==> src/rtl/imem_loader_pkg.sv <==
// rtl/imem_loader_pkg.sv - shared types and constants for the instruction-memory boot loader
package imem_loader_pkg;

    typedef enum logic [2:0] {
        HDR_HI,
        HDR_LO,
        DATA,
        CHECK,
        DONE,
        ERR
    } state_e;

    localparam int HDR_W          = 16;
    localparam int BYTES_PER_WORD = 4;

endpackage

==> src/rtl/word_assembler.sv <==
// rtl/word_assembler.sv - big-endian byte-to-word shifter with lane counter, XOR accumulator and word_ready pulse
module word_assembler
    import imem_loader_pkg::*;
(
    input  logic        clk,
    input  logic        rst_n,
    input  logic        clear_i,
    input  logic        byte_valid_i,
    input  logic [7:0]  byte_i,
    output logic        lane_last_o,
    output logic [31:0] word_o,
    output logic        word_ready_o,
    output logic [7:0]  acc_o
);

    localparam int                LANE_W    = $clog2(BYTES_PER_WORD);
    localparam logic [LANE_W-1:0] LAST_LANE = LANE_W'(BYTES_PER_WORD - 1);

    logic [LANE_W-1:0] lane_q, lane_d;
    logic [23:0]       shift_q, shift_d;
    logic [31:0]       word_q, word_d;
    logic [7:0]        acc_q, acc_d;
    logic              word_ready_q, word_ready_d;

    // word_q is only reloaded on the lane-3 byte, so it stays stable for the write cycle
    always_comb begin
        lane_d       = lane_q;
        shift_d      = shift_q;
        word_d       = word_q;
        acc_d        = acc_q;
        word_ready_d = 1'b0;
        if (clear_i) begin
            lane_d  = '0;
            shift_d = '0;
            acc_d   = '0;
        end else if (byte_valid_i) begin
            shift_d = {shift_q[15:0], byte_i};
            acc_d   = acc_q ^ byte_i;
            lane_d  = lane_q + LANE_W'(1);
            if (lane_q == LAST_LANE) begin
                word_d       = {shift_q, byte_i};
                word_ready_d = 1'b1;
            end
        end
    end

    always_ff @(posedge clk or negedge rst_n) begin
        if (!rst_n) begin
            lane_q       <= '0;
            shift_q      <= '0;
            word_q       <= '0;
            acc_q        <= '0;
            word_ready_q <= 1'b0;
        end else begin
            lane_q       <= lane_d;
            shift_q      <= shift_d;
            word_q       <= word_d;
            acc_q        <= acc_d;
            word_ready_q <= word_ready_d;
        end
    end

    assign lane_last_o  = (lane_q == LAST_LANE);
    assign word_o       = word_q;
    assign word_ready_o = word_ready_q;
    assign acc_o        = acc_q;

endmodule

==> src/rtl/imem_loader.sv <==
// rtl/imem_loader.sv - boot-time byte-stream loader for the MIPS instruction memory; holds the core until a verified image is in place
module imem_loader
    import imem_loader_pkg::*;
#(
    parameter int ADDR_W = 6
) (
    input  logic              clk,
    input  logic              reset,
    input  logic              start,
    input  logic [7:0]        in_data,
    input  logic              in_valid,
    output logic              in_ready,
    output logic              imem_we,
    output logic [ADDR_W-1:0] imem_addr,
    output logic [31:0]       imem_wd,
    output logic              cpu_hold,
    output logic              load_done,
    output logic              load_error,
    output logic [ADDR_W:0]   words_loaded
);

    localparam logic [HDR_W:0] DEPTH = (HDR_W + 1)'(1) << ADDR_W;

    state_e            state_q;
    logic [HDR_W-1:0]  n_q, n_d;
    logic [ADDR_W:0]   idx_q;
    logic [ADDR_W-1:0] addr_q;
    logic              hold_q, done_q, err_q;

    logic              accept, rearm, asm_clear, asm_valid;
    logic              hdr_bad, last_word;
    logic              lane_last, word_ready;
    logic [31:0]       word;
    logic [7:0]        acc;

    assign in_ready  = (state_q == HDR_HI) || (state_q == HDR_LO) ||
                       (state_q == DATA)   || (state_q == CHECK);
    assign accept    = in_valid && in_ready;
    assign rearm     = start && ((state_q == DONE) || (state_q == ERR));
    assign n_d       = {n_q[HDR_W-1:8], in_data};
    assign hdr_bad   = (n_d == '0) || ({1'b0, n_d} > DEPTH);
    assign last_word = (HDR_W'(idx_q) + HDR_W'(1)) == n_q;
    assign asm_clear = rearm || (accept && (state_q == HDR_LO));
    assign asm_valid = accept && (state_q == DATA);

    word_assembler u_asm (
        .clk          (clk),
        .rst_n        (reset),
        .clear_i      (asm_clear),
        .byte_valid_i (asm_valid),
        .byte_i       (in_data),
        .lane_last_o  (lane_last),
        .word_o       (word),
        .word_ready_o (word_ready),
        .acc_o        (acc)
    );

    always_ff @(posedge clk or negedge reset) begin
        if (!reset) begin
            state_q <= HDR_HI;
            n_q     <= '0;
            idx_q   <= '0;
            addr_q  <= '0;
            hold_q  <= 1'b1;
            done_q  <= 1'b0;
            err_q   <= 1'b0;
        end else begin
            // The index advances at the end of the write cycle, so imem_addr shows the pre-increment value
            if (word_ready) begin
                idx_q <= idx_q + 1'b1;
            end
            case (state_q)
                HDR_HI: begin
                    if (accept) begin
                        n_q[HDR_W-1:8] <= in_data;
                        state_q        <= HDR_LO;
                    end
                end
                HDR_LO: begin
                    if (accept) begin
                        n_q <= n_d;
                        if (hdr_bad) begin
                            state_q <= ERR;
                            err_q   <= 1'b1;
                        end else begin
                            state_q <= DATA;
                        end
                    end
                end
                DATA: begin
                    if (accept && lane_last) begin
                        addr_q <= idx_q[ADDR_W-1:0];
                        if (last_word) begin
                            state_q <= CHECK;
                        end
                    end
                end
                CHECK: begin
                    if (accept) begin
                        if (in_data == acc) begin
                            state_q <= DONE;
                            done_q  <= 1'b1;
                            hold_q  <= 1'b0;
                        end else begin
                            state_q <= ERR;
                            err_q   <= 1'b1;
                        end
                    end
                end
                DONE, ERR: begin
                    if (start) begin
                        state_q <= HDR_HI;
                        done_q  <= 1'b0;
                        err_q   <= 1'b0;
                        hold_q  <= 1'b1;
                        idx_q   <= '0;
                        addr_q  <= '0;
                    end
                end
                default: begin
                    state_q <= HDR_HI;
                end
            endcase
        end
    end

    assign imem_we      = word_ready;
    assign imem_wd      = word;
    assign imem_addr    = addr_q;
    assign cpu_hold     = hold_q;
    assign load_done    = done_q;
    assign load_error   = err_q;
    assign words_loaded = idx_q;

endmodule

==> config.mk <==
export PLATFORM = sky130hd
export DESIGN_NAME = imem_loader
export DESIGN_NICKNAME = d
export VERILOG_FILES = /design/src/rtl/imem_loader_pkg.sv /design/src/rtl/word_assembler.sv /design/src/rtl/imem_loader.sv
export SDC_FILE = /design/constraint.sdc
export NUM_CORES = 1
export LEC_CHECK = 0
export BUFFER_PORTS_ARGS = -buffer_cell sky130_fd_sc_hd__buf_2
export CAP_MARGIN = 20
export CORE_MARGIN = 1
export CORE_UTILIZATION = 50
export DETAILED_ROUTE_END_ITERATION = 10
export PLACE_DENSITY_LB_ADDON = 0.25
export SETUP_SLACK_MARGIN = 0.02
export SYNTH_ARGS = -nofsm -noshare
export SYNTH_HDL_FRONTEND = slang
export SYNTH_HIERARCHICAL = 1
export SYNTH_SLANG_ARGS = --single-unit
export TNS_END_PERCENT = 10
==> constraint.sdc <==
create_clock -name clk -period 2.5 [get_ports clk]
set_clock_uncertainty 0.15 [all_clocks]
set_input_delay 0.25 -clock clk [delete_from_list [all_inputs] [get_ports clk]]
set_output_delay 0.25 -clock clk [all_outputs]
set_load 0.02 [all_outputs]
Yosys cells after proc, flatten, opt, wreduce, memory -nomap -nowiden
Cells that the tools add are included.
Operators by class
  multiplexer cells: 39
  eq/ne operators: 17
  bitwise logic cells: 3
  reductions and logical operators: 25
  add/subtract/negate cells: 3
  order comparisons: 1
Operator list (number)
  2-to-1 mux 24 bit: 2
  2-to-1 mux 8 bit: 3
  2-to-1 mux 3 bit: 7
  2-to-1 mux 7 bit: 3
  equality test 8 x 16 -> 1 bit: 1
  greater-than comparator 16 x 7 -> 1 bit, second input constant: 1
  zero test 16 bit: 1
  case mux 8 bit (2 select lines): 1
  case mux 3 bit (5 select lines): 1
  2-to-1 mux 1 bit: 14
  inequality test 2 bit, second input constant: 7
  2-to-1 mux 6 bit: 2
  case mux 6 bit (2 select lines): 1
  AND reduction 6 bit: 2
  AND reduction 3 bit: 3
  adder 7 x 1 -> 8 bit, second input constant: 1
  equality test 8 bit: 1
  bitwise XOR 8 bit: 1
  adder 7 x 1 -> 7 bit, second input constant: 1
  equality test 3 x 2 -> 1 bit, second input constant: 2
  equality test 3 bit, second input constant: 2
  logical OR 1 bit: 6
  nonzero test 2 bit: 3
  logical AND 1 bit: 5
  13 further kinds: 17
Storage, ports and cells
  word-level logic and storage cells: 101
  register bits: 102
  output and inout bits: 50
  input bits: 12

Longest topological paths before layout
Gate-level depths: netlist (run 1).
  word-level depth: 9
  depth in mapped cells: 8
  depth with buffers taken out: 6

Hierarchy
Netlist (run 1), hierarchy kept.
By module, submodules not included
  word_assembler: instances 1, sequential area each 1676.6 µm², cells an instance 190, area an instance 2798.9 µm²
  imem_loader: instances 1, sequential area each 877.1 µm², cells an instance 175, area an instance 1805.5 µm²

Least setup slack after synthesis (run 1)
OpenSTA, ideal clock, no wires.
  path kind: flip-flop to flip-flop
  from: reg state_q[2]
  to: reg u_asm.word_q[10] (netlist: u_asm/word_o[10])
  buffers on the path: 3
  period minus slack after synthesis: 2252 ps
  cell stages (with the launch flop): 9
  slack: 248 ps
  arrival: 1977 ps
  required time: 2225 ps
  path through: dfrtp_1 > inv_1 > or3_1 > clkbuf_1 > o21ai_0 > buf_2 > nand3b_4 > buf_6 > mux2_4
On the way
  longest elaborated chain between the ends: 9
  elaborated cells on any way between the ends: 17
  those cells by class: eq/ne (5); bitwise (1); reduce/logical (11)
Ends and longest elaborated chain
  from (decl): line imem_loader.sv:24  | state_e state_q;
  from (signal assigned): line imem_loader.sv:60  | state_q <= HDR_HI;
  from (signal assigned): line imem_loader.sv:76  | state_q <= HDR_LO;
  from (signal assigned): line imem_loader.sv:83  | state_q <= ERR;
  equality test 3 x 1 -> 1 bit or zero test 3 bit (tied branches): line imem_loader.sv:36  | assign in_ready = (state_q == HDR_HI) || (state_q == HDR_LO) ||
  logical OR 1 bit (2 in a row): line imem_loader.sv:36
  logical OR 1 bit (*): line imem_loader.sv:37  | (state_q == DATA) || (state_q == CHECK);
  named net in_ready: line imem_loader.sv:12  | output logic in_ready,
  logical AND 1 bit (*): line imem_loader.sv:38  | assign accept = in_valid && in_ready;
  logical AND 1 bit (*): line imem_loader.sv:43  | assign asm_clear = rearm || (accept && (state_q == HDR_LO));
  logical OR 1 bit (*): line imem_loader.sv:43
  named net asm_clear: line imem_loader.sv:30  | logic accept, rearm, asm_clear, asm_valid;
  NOT 1 bit (no line) (*)
  AND reduction 3 bit (no line) (*)
  to (signal assigned): line word_assembler.sv:57  | word_q <= word_d;
  to (decl): line word_assembler.sv:21  | logic [31:0] word_q, word_d;
The timed path passes the listed nets; every way through them passes the cells marked *.
A chain may end at the register's enable or synchronous reset.

Worst setup path in the final report (run 1)
  from: in start
  to: reg u_asm.word_q[22] (netlist: u_asm/word_o[22])
On the way
  longest elaborated chain between the ends: 4
Ends and longest elaborated chain
  from (decl): line imem_loader.sv:9  | input logic start,
  logical AND 1 bit: line imem_loader.sv:39  | assign rearm = start && ((state_q == DONE) || (state_q == ERR));
  logical OR 1 bit: line imem_loader.sv:43
  named net asm_clear: line imem_loader.sv:30
  NOT 1 bit (no line)
  AND reduction 3 bit (no line)
The timed path passes the listed nets, and every way through them passes these cells.

==> results of run 1 <==
[logic make-up (layout without fill, tap and decap cells)]
group,after synthesis,in the layout,share of synthesized area
compound gates,43,43,0.0611
xor+xnor,20,20,0.0380
fa+ha+maj,2,2,0.00543
buf+inv,25,97,0.0280
flops,102,102,0.555
mux,76,76,0.202
simple gates,97,97,0.111
[placed cells by master, fill, tap and decap left out, types with 4 or more instances in the layout]
master    Yosys  layout
nand3b_1      8       8
buf_2         4      60
xnor2_1      10      10
clkbuf_8      0      13
nand2_1      12      12
buf_4         2       7
nand3_1       9       9
xor2_1       10      10
inv_1         9       9
a21oi_1      14      14
mux2_4       29      29
a21bo_2       8       8
nand4_1       4       4
nor2_1       39      38
mux2_2       19      19
mux2i_1      28      28
dfrtp_1     101     101
o21ai_0      11      10
[routing by layer]
metal | global-route usage | share of wire | up-vias
li1 | - | - | 1406
met1 | 0.277 | 0.47 | 1466
met2 | 0.312 | 0.46 | 63
met3 | 0.0487 | 0.048 | 15
met4 | 0.0804 | 0.018 | 0
met5 | 0 | 0 | -
[worst max-delay path: cells and delay by family]
kind                   cells  cell delay [ns]
AOI/OAI and AO/OA          1             0.08
buffers and inverters      4             0.95
muxes                      1             0.32
and+or+nand+nor            2             0.62
[registers in the layout, summed over array words and instances (netlist names)]
signal              flops
cpu_hold                1
imem_addr               6
load_done               1
load_error              1
n_q                    16
state_q                 3
u_asm/acc_o             8
u_asm/lane_q            2
u_asm/shift_q          24
u_asm/word_o           32
u_asm/word_ready_o      1
words_loaded            7
[power by group]
| part | total (mW) | internal [mW] | switching, mW | leakage (nW) |
|---|---|---|---|---|
| combinational | 0.673 | 0.303 | 0.369 | 1.21 |
| clock | 1.10 | 0.573 | 0.528 | 0.109 |
| sequential | 1.93 | 1.81 | 0.128 | 1.38 |
| total | 3.71 | 2.68 | 1.03 | 2.70 |
[repair_timing]
action | CTS | global route
setup endpoints to repair | 0 | 0
endpoints found under the hold margin | 37 | 0
hold buffers | 2 | 0
[final cells by class]
class | instances | share of cell area
inverters | 9 | 0.00636
clock buffers | 14 | 0.0344
repair buffers | 72 | 0.0815
multi-input cells | 238 | 0.364
flip-flops and latches | 102 | 0.481
clock inverters | 2 | 0.00707
well taps | 108 | 0.0255
[final timing paths]
check,startpoint,to,slack (ns)
worst min register to register,cpu_hold,cpu_hold,0.33
worst max-delay path,start,u_asm/word_o[22],0.35
worst max register to register,state_q[2],u_asm/word_o[22],0.41
min in group asynchronous,reset,u_asm/word_o[31],0.24
worst min-delay path,in_data[5],u_asm/acc_o[5],0.09
max in group asynchronous,reset,cpu_hold,1.21
[per-stage QoR]
| step | hold slack [ns] | setup slack (ns) | utilization | area, um^2 | total power [mW] |
|---|---|---|---|---|---|
| CTS | 0.0759 | 0.366 | 0.603 | 5310 | 3.76 |
| global route | 0.0825 | 0.293 | 0.603 | 5310 | 3.91 |
| detailed placement | 0.0991 | 0.394 | 0.576 | 5070 | 2.64 |
| global placement | 0.101 | 0.481 | 0.576 | 5070 | 2.61 |
| floorplan | -0.196 | 0.248 | - | 4600 | 2.41 |
| finish | 0.0917 | 0.352 | 0.603 | 5310 | 3.71 |
==> flow_metrics.py, run 1 <==
metrics = {
    "worst_setup_path": {
        "worstPathArrival_ns": 2.24,
        "worst_path_max_delay_cell": "dlygate4sd3_1",
        "worst_setup_path_start_kind": "input pin",
        "path_cells": "dlygate4sd3_1 -> buf_2 -> inv_1 -> or3_1 -> o21ai_2 -> nand3b_4 -> buf_4 -> mux2_4",
        "cp_max_fo": 9,
        "crit_type": "in -> reg",
        "cp-end-kind": "flip-flop",
        "reg2reg_depth": 6,
        "worstPathRequired_ns": 2.59,
        "crit_path_max_incr_delay_ns": 0.51,
    },
    "die": {
        "fp-row-count": 34,
        "fp.dieH_um": 98.0,
        "initial_core_util": 0.523,
        "io_pins": 62,
        "coreArea_um2": 8810,
        "fp.dieArea_um2": 9600,
        "die_x_um": 98.0,
    },
    "clocking": {
        "post-cts-setup-buffer-count": 0,
        "cts_buffer_depth": 2,
        "post_cts_resized": 0,
        "insertion_delay_ns": 0.36,
        "cts_buffers": 9,
        "cts_tree": "done",
        "path_clk_slew_ns": 0.09,
        "ctsRootBufferMaster": "clkbuf_8",
        "cts_max_level": 3,
        "cts_sinks": 102,
    },
    "synthesis": {
        "synth_ff_type": "dfrtp_1",
        "ys_seq_elements": 102,
        "post-synth-top-count-cell": "dfrtp_1",
        "synth_top_cell_area_share": 0.549,
        "yosysTopAreaCell": "dfrtp_1",
        "synth_commonest_cells": "dfrtp_1 (101), nor2_1 (39), mux2_4 (29), mux2i_1 (28), mux2_2 (19)",
        "async_flop_share": 1.00,
        "syn-num-nets": 379,
        "synth.distinct_cells": 42,
        "ys_top_cells_by_area": "dfrtp_1 (55%), mux2_4 (9.5%), mux2i_1 (6.1%)",
        "synth-edff-count": 0,
        "yosysSeqAreaShare": 0.555,
        "yosys_warnings": 6,
        "synthCells": 365,
        "syn_area_um2": 4600,
        "avgSynthCellArea_um2": 12.6,
    },
    "global_routing": {
        "grt_usage": 0.202,
        "grt_pass1_vias": 3013,
        "grt_overflow_total": 0,
        "grt_first_pass_wirelength_mm": 15.1,
        "grt_max_degree": 67,
        "antenna_found_initial": 0,
    },
    "sta": {
        "relSlewSlack": 0.529,
        "final.setup.tns_ns": 0,
        "hold_viol_final": 0,
        "rsz0062_at_grt": "false",
        "fmax_mhz": 465,
        "setup_viol": 0,
        "tightest_slew_ns": 0.702,
        "fin_crit_ns": 2.15,
        "post-route-period-util": 0.859,
        "slew_viol_final": 0,
    },
    "worst_hold_path": {
        "min_path_cells": 3,
        "hp-class": "in -> reg",
    },
    "power_and_ir_drop": {
        "powerDensity_nw_per_um2": 699,
        "ir_drop_uv": 445,
        "leakagePower_nw": 2.70,
    },
    "routing": {
        "wl_per_cell_um": 16.2,
        "drt_iter0_markers": 134,
        "vias_per_cell": 5.41,
        "first_pass_iters": 8,
        "num_vias": 2950,
        "drc": 8,
        "ant_nets": 0,
        "wl_mm": 8.83,
    },
    "cells_and_area": {
        "syn2layout_area_growth_pct": 15.3,
        "multiInputGateArea_um2": 1930,
        "seq_area_um2": 2550,
        "num_antenna_cells": 0,
        "drive_gt1_frac": 0.343,
        "final_cells": 545,
        "n_fill_cell": 741,
        "nets": 446,
    },
    "run_status": {
        "status": "finished with violations",
        "violations": "design-rule violations",
    },
    "place": {
        "place.gp.congestion": 0.789,
        "placedCellCount": 527,
        "numPortBuffers": 61,
        "dp_hpwl_mm": 6.02,
    },
    "job": {
        "cap_viol_max_count": 0,
    },
}
Power figures use the tool's default switching activity.
==> run 2: changes to the inputs <==
--- a/config.mk
+++ b/config.mk
@@ -7,6 +7,7 @@
 export LEC_CHECK = 0
 export BUFFER_PORTS_ARGS = -buffer_cell sky130_fd_sc_hd__buf_2
 export CAP_MARGIN = 20
+export CORE_ASPECT_RATIO = 1.5
 export CORE_MARGIN = 1
 export CORE_UTILIZATION = 50
 export DETAILED_ROUTE_END_ITERATION = 10
==> constraint.sdc (replaced) <==
create_clock -name clk -period 2.5 [get_ports clk]
set_clock_uncertainty 0.15 [all_clocks]
set_input_delay 0.25 -clock clk [delete_from_list [all_inputs] [get_ports clk]]
set_output_delay 0.25 -clock clk [all_outputs]
set_load 0.1 [all_outputs]
==> run 2 against run 1 <==
Against the previous run: sequential share of layout area is 0.74 points lower; count of clock-buffer cells in the layout stayed put; non-clock buffer count is 2 higher; critical endpoint is now u_asm/word_o[1]; the flow now finishes without violations; critical path type unchanged; core utilization is 0.42 points higher; global-route usage is 1.1 points higher; design area is 1.6% higher.
==> flow_metrics.py, run 2 (same netlist as run 1, synthesis figures left out) <==
metrics = {
    "sta": {
        "fmax_mhz": 463,
        "post-route-period-util": 0.864,
        "final.setup.tns_ns": 0,
        "relSlewSlack": 0.571,
        "fin_crit_ns": 2.16,
        "setup_viol": 0,
        "tightest_slew_ns": 0.640,
        "slew_viol_final": 0,
        "rsz0062_at_grt": "false",
        "holdWs_ns": 0.123,
        "hold_viol_final": 0,
        "layout_setup_ws_ns": 0.341,
    },
    "power_and_ir_drop": {
        "clock_power_share": 0.333,
        "combPwrFrac": 0.191,
        "leakagePower_nw": 2.74,
        "power_switching_mw": 1.16,
        "p_int_mw": 2.90,
        "swShare": 0.286,
        "ir_drop_uv": 477,
        "seq_power_share": 0.476,
        "powerDensity_nw_per_um2": 753,
    },
    "worst_setup_path": {
        "critPathLaunch": "start",
        "worstPathRequired_ns": 2.57,
        "crit_type": "in -> reg",
        "timing.rr.end": "u_asm/word_o[1]",
        "worst_setup_path_start_kind": "input pin",
        "reg2reg_setup_slack_ns": 0.42,
        "cp-end-kind": "flip-flop",
        "cp-endpoint": "u_asm/word_o[1]",
        "reg2reg_from": "state_q[2]",
        "cp_max_fo": 33,
        "worstPathArrival_ns": 2.23,
        "reg2reg_depth": 6,
    },
    "place": {
        "dp_hpwl_mm": 6.33,
        "numPortBuffers": 61,
        "place.gp.congestion": 0.800,
        "dp_slack_ns": 0.426,
    },
    "global_routing": {
        "grt_usage": 0.213,
        "grt_pass1_vias": 3082,
        "antenna_found_initial": 0,
        "grt_overflow_total": 0,
        "grt_first_pass_wirelength_mm": 15.5,
        "grt_max_degree": 49,
    },
    "cells_and_area": {
        "nets": 448,
        "drive_gt1_frac": 0.346,
        "num_antenna_cells": 0,
        "layout_common_cells": "dfrtp_1 (101), buf_2 (60), nor2_1 (38)",
        "syn2layout_area_growth_pct": 17.1,
        "largest_reg_flops": 32,
        "mostFrequentLayoutCell": "dfrtp_1",
    },
    "clocking": {
        "cts_tree": "done",
        "post-cts-setup-buffer-count": 0,
        "path_clk_slew_ns": 0.06,
        "ctsRootBufferMaster": "clkbuf_16",
        "cts_sinks": 102,
        "insertion_delay_ns": 0.34,
        "cts_max_level": 3,
        "hold_buffers": 2,
        "cts_buffers": 9,
        "post_cts_resized": 0,
        "cts_buffer_depth": 2,
    },
    "routing": {
        "vias_per_cell": 5.49,
        "first_pass_iters": 4,
        "ant_nets": 0,
        "drc": 0,
        "wl_met3_um": 385,
        "wl_per_cell_um": 16.7,
        "drt_iter0_markers": 108,
        "top_layer": "met4",
        "met2_length_mm": 4.56,
        "wl_mm": 9.15,
        "m1WireLength_mm": 3.89,
        "num_vias": 3012,
    },
    "worst_hold_path": {
        "hp-class": "in -> reg",
    },
    "die": {
        "die_x_um": 80.4,
        "initial_core_util": 0.518,
        "coreArea_um2": 8880,
        "fp-row-count": 42,
        "fp.dieArea_um2": 9600,
        "fp.dieH_um": 120,
        "io_pins": 62,
    },
    "job": {
        "cap_viol_max_count": 0,
    },
    "run_status": {
        "status": "finished clean",
    },
}
## run 2: power groups by stage
stage                     registers (mW)  clock network (mW)  logic (mW)
after floorplan                     1.99                   0       0.514
after global placement              1.96                   0       0.758
after detailed placement            1.96                   0       0.783
after CTS                           1.93                1.40       0.786
after global routing                1.96                1.47       0.848
final                               1.93                1.35       0.777
## run 2: metrics by stage
stage	utilization	cells	area (um^2)	power (mW)
2_1_floorplan	-	365	4600	2.51
3_3_place_gp	0.571	531	5070	2.71
6_report	0.607	549	5390	4.06
4_1_cts	0.607	549	5390	4.11
5_1_grt	0.607	549	5390	4.27
3_5_place_dp	0.571	531	5070	2.75
## run 2: cell type report
cell class | count | area (um^2)
clock buffers | 14 | 284
clock inverters | 2 | 13.8
flip-flops and latches | 102 | 2550
well taps | 110 | 138
inverters | 9 | 33.8
fillers | 736 | 3490
repair buffers | 74 | 435
multi-input cells | 238 | 1930
## run 2: worst min-delay path by stage
stage               start                to  slack, ns  depth (start not counted)
4_1_cts        in_data[0]    u_asm/acc_o[0]       0.11                          3
5_1_grt        in_data[0]    u_asm/acc_o[0]       0.13                          3
3_3_place_gp        reset  u_asm/word_o[11]       0.15                          1
2_1_floorplan       reset      imem_addr[0]      -0.20                          0
3_5_place_dp        reset  u_asm/word_o[11]       0.16                          1
6_report       in_data[0]    u_asm/acc_o[0]       0.12                          3
## run 2: layer usage
layer,global-route usage,vias up
met2,0.338,85
li1,-,1407
met4,0.110,0
met1,0.272,1496
met3,0.0418,24
met5,0,-
## run 2: critical path: stages
cell	delay, ns
dlygate4sd3_1	0.52
buf_2	0.12
inv_1	0.06
or3_1	0.38
o21ai_2	0.09
nand3b_4	0.16
buf_12	0.24
mux2_2	0.37
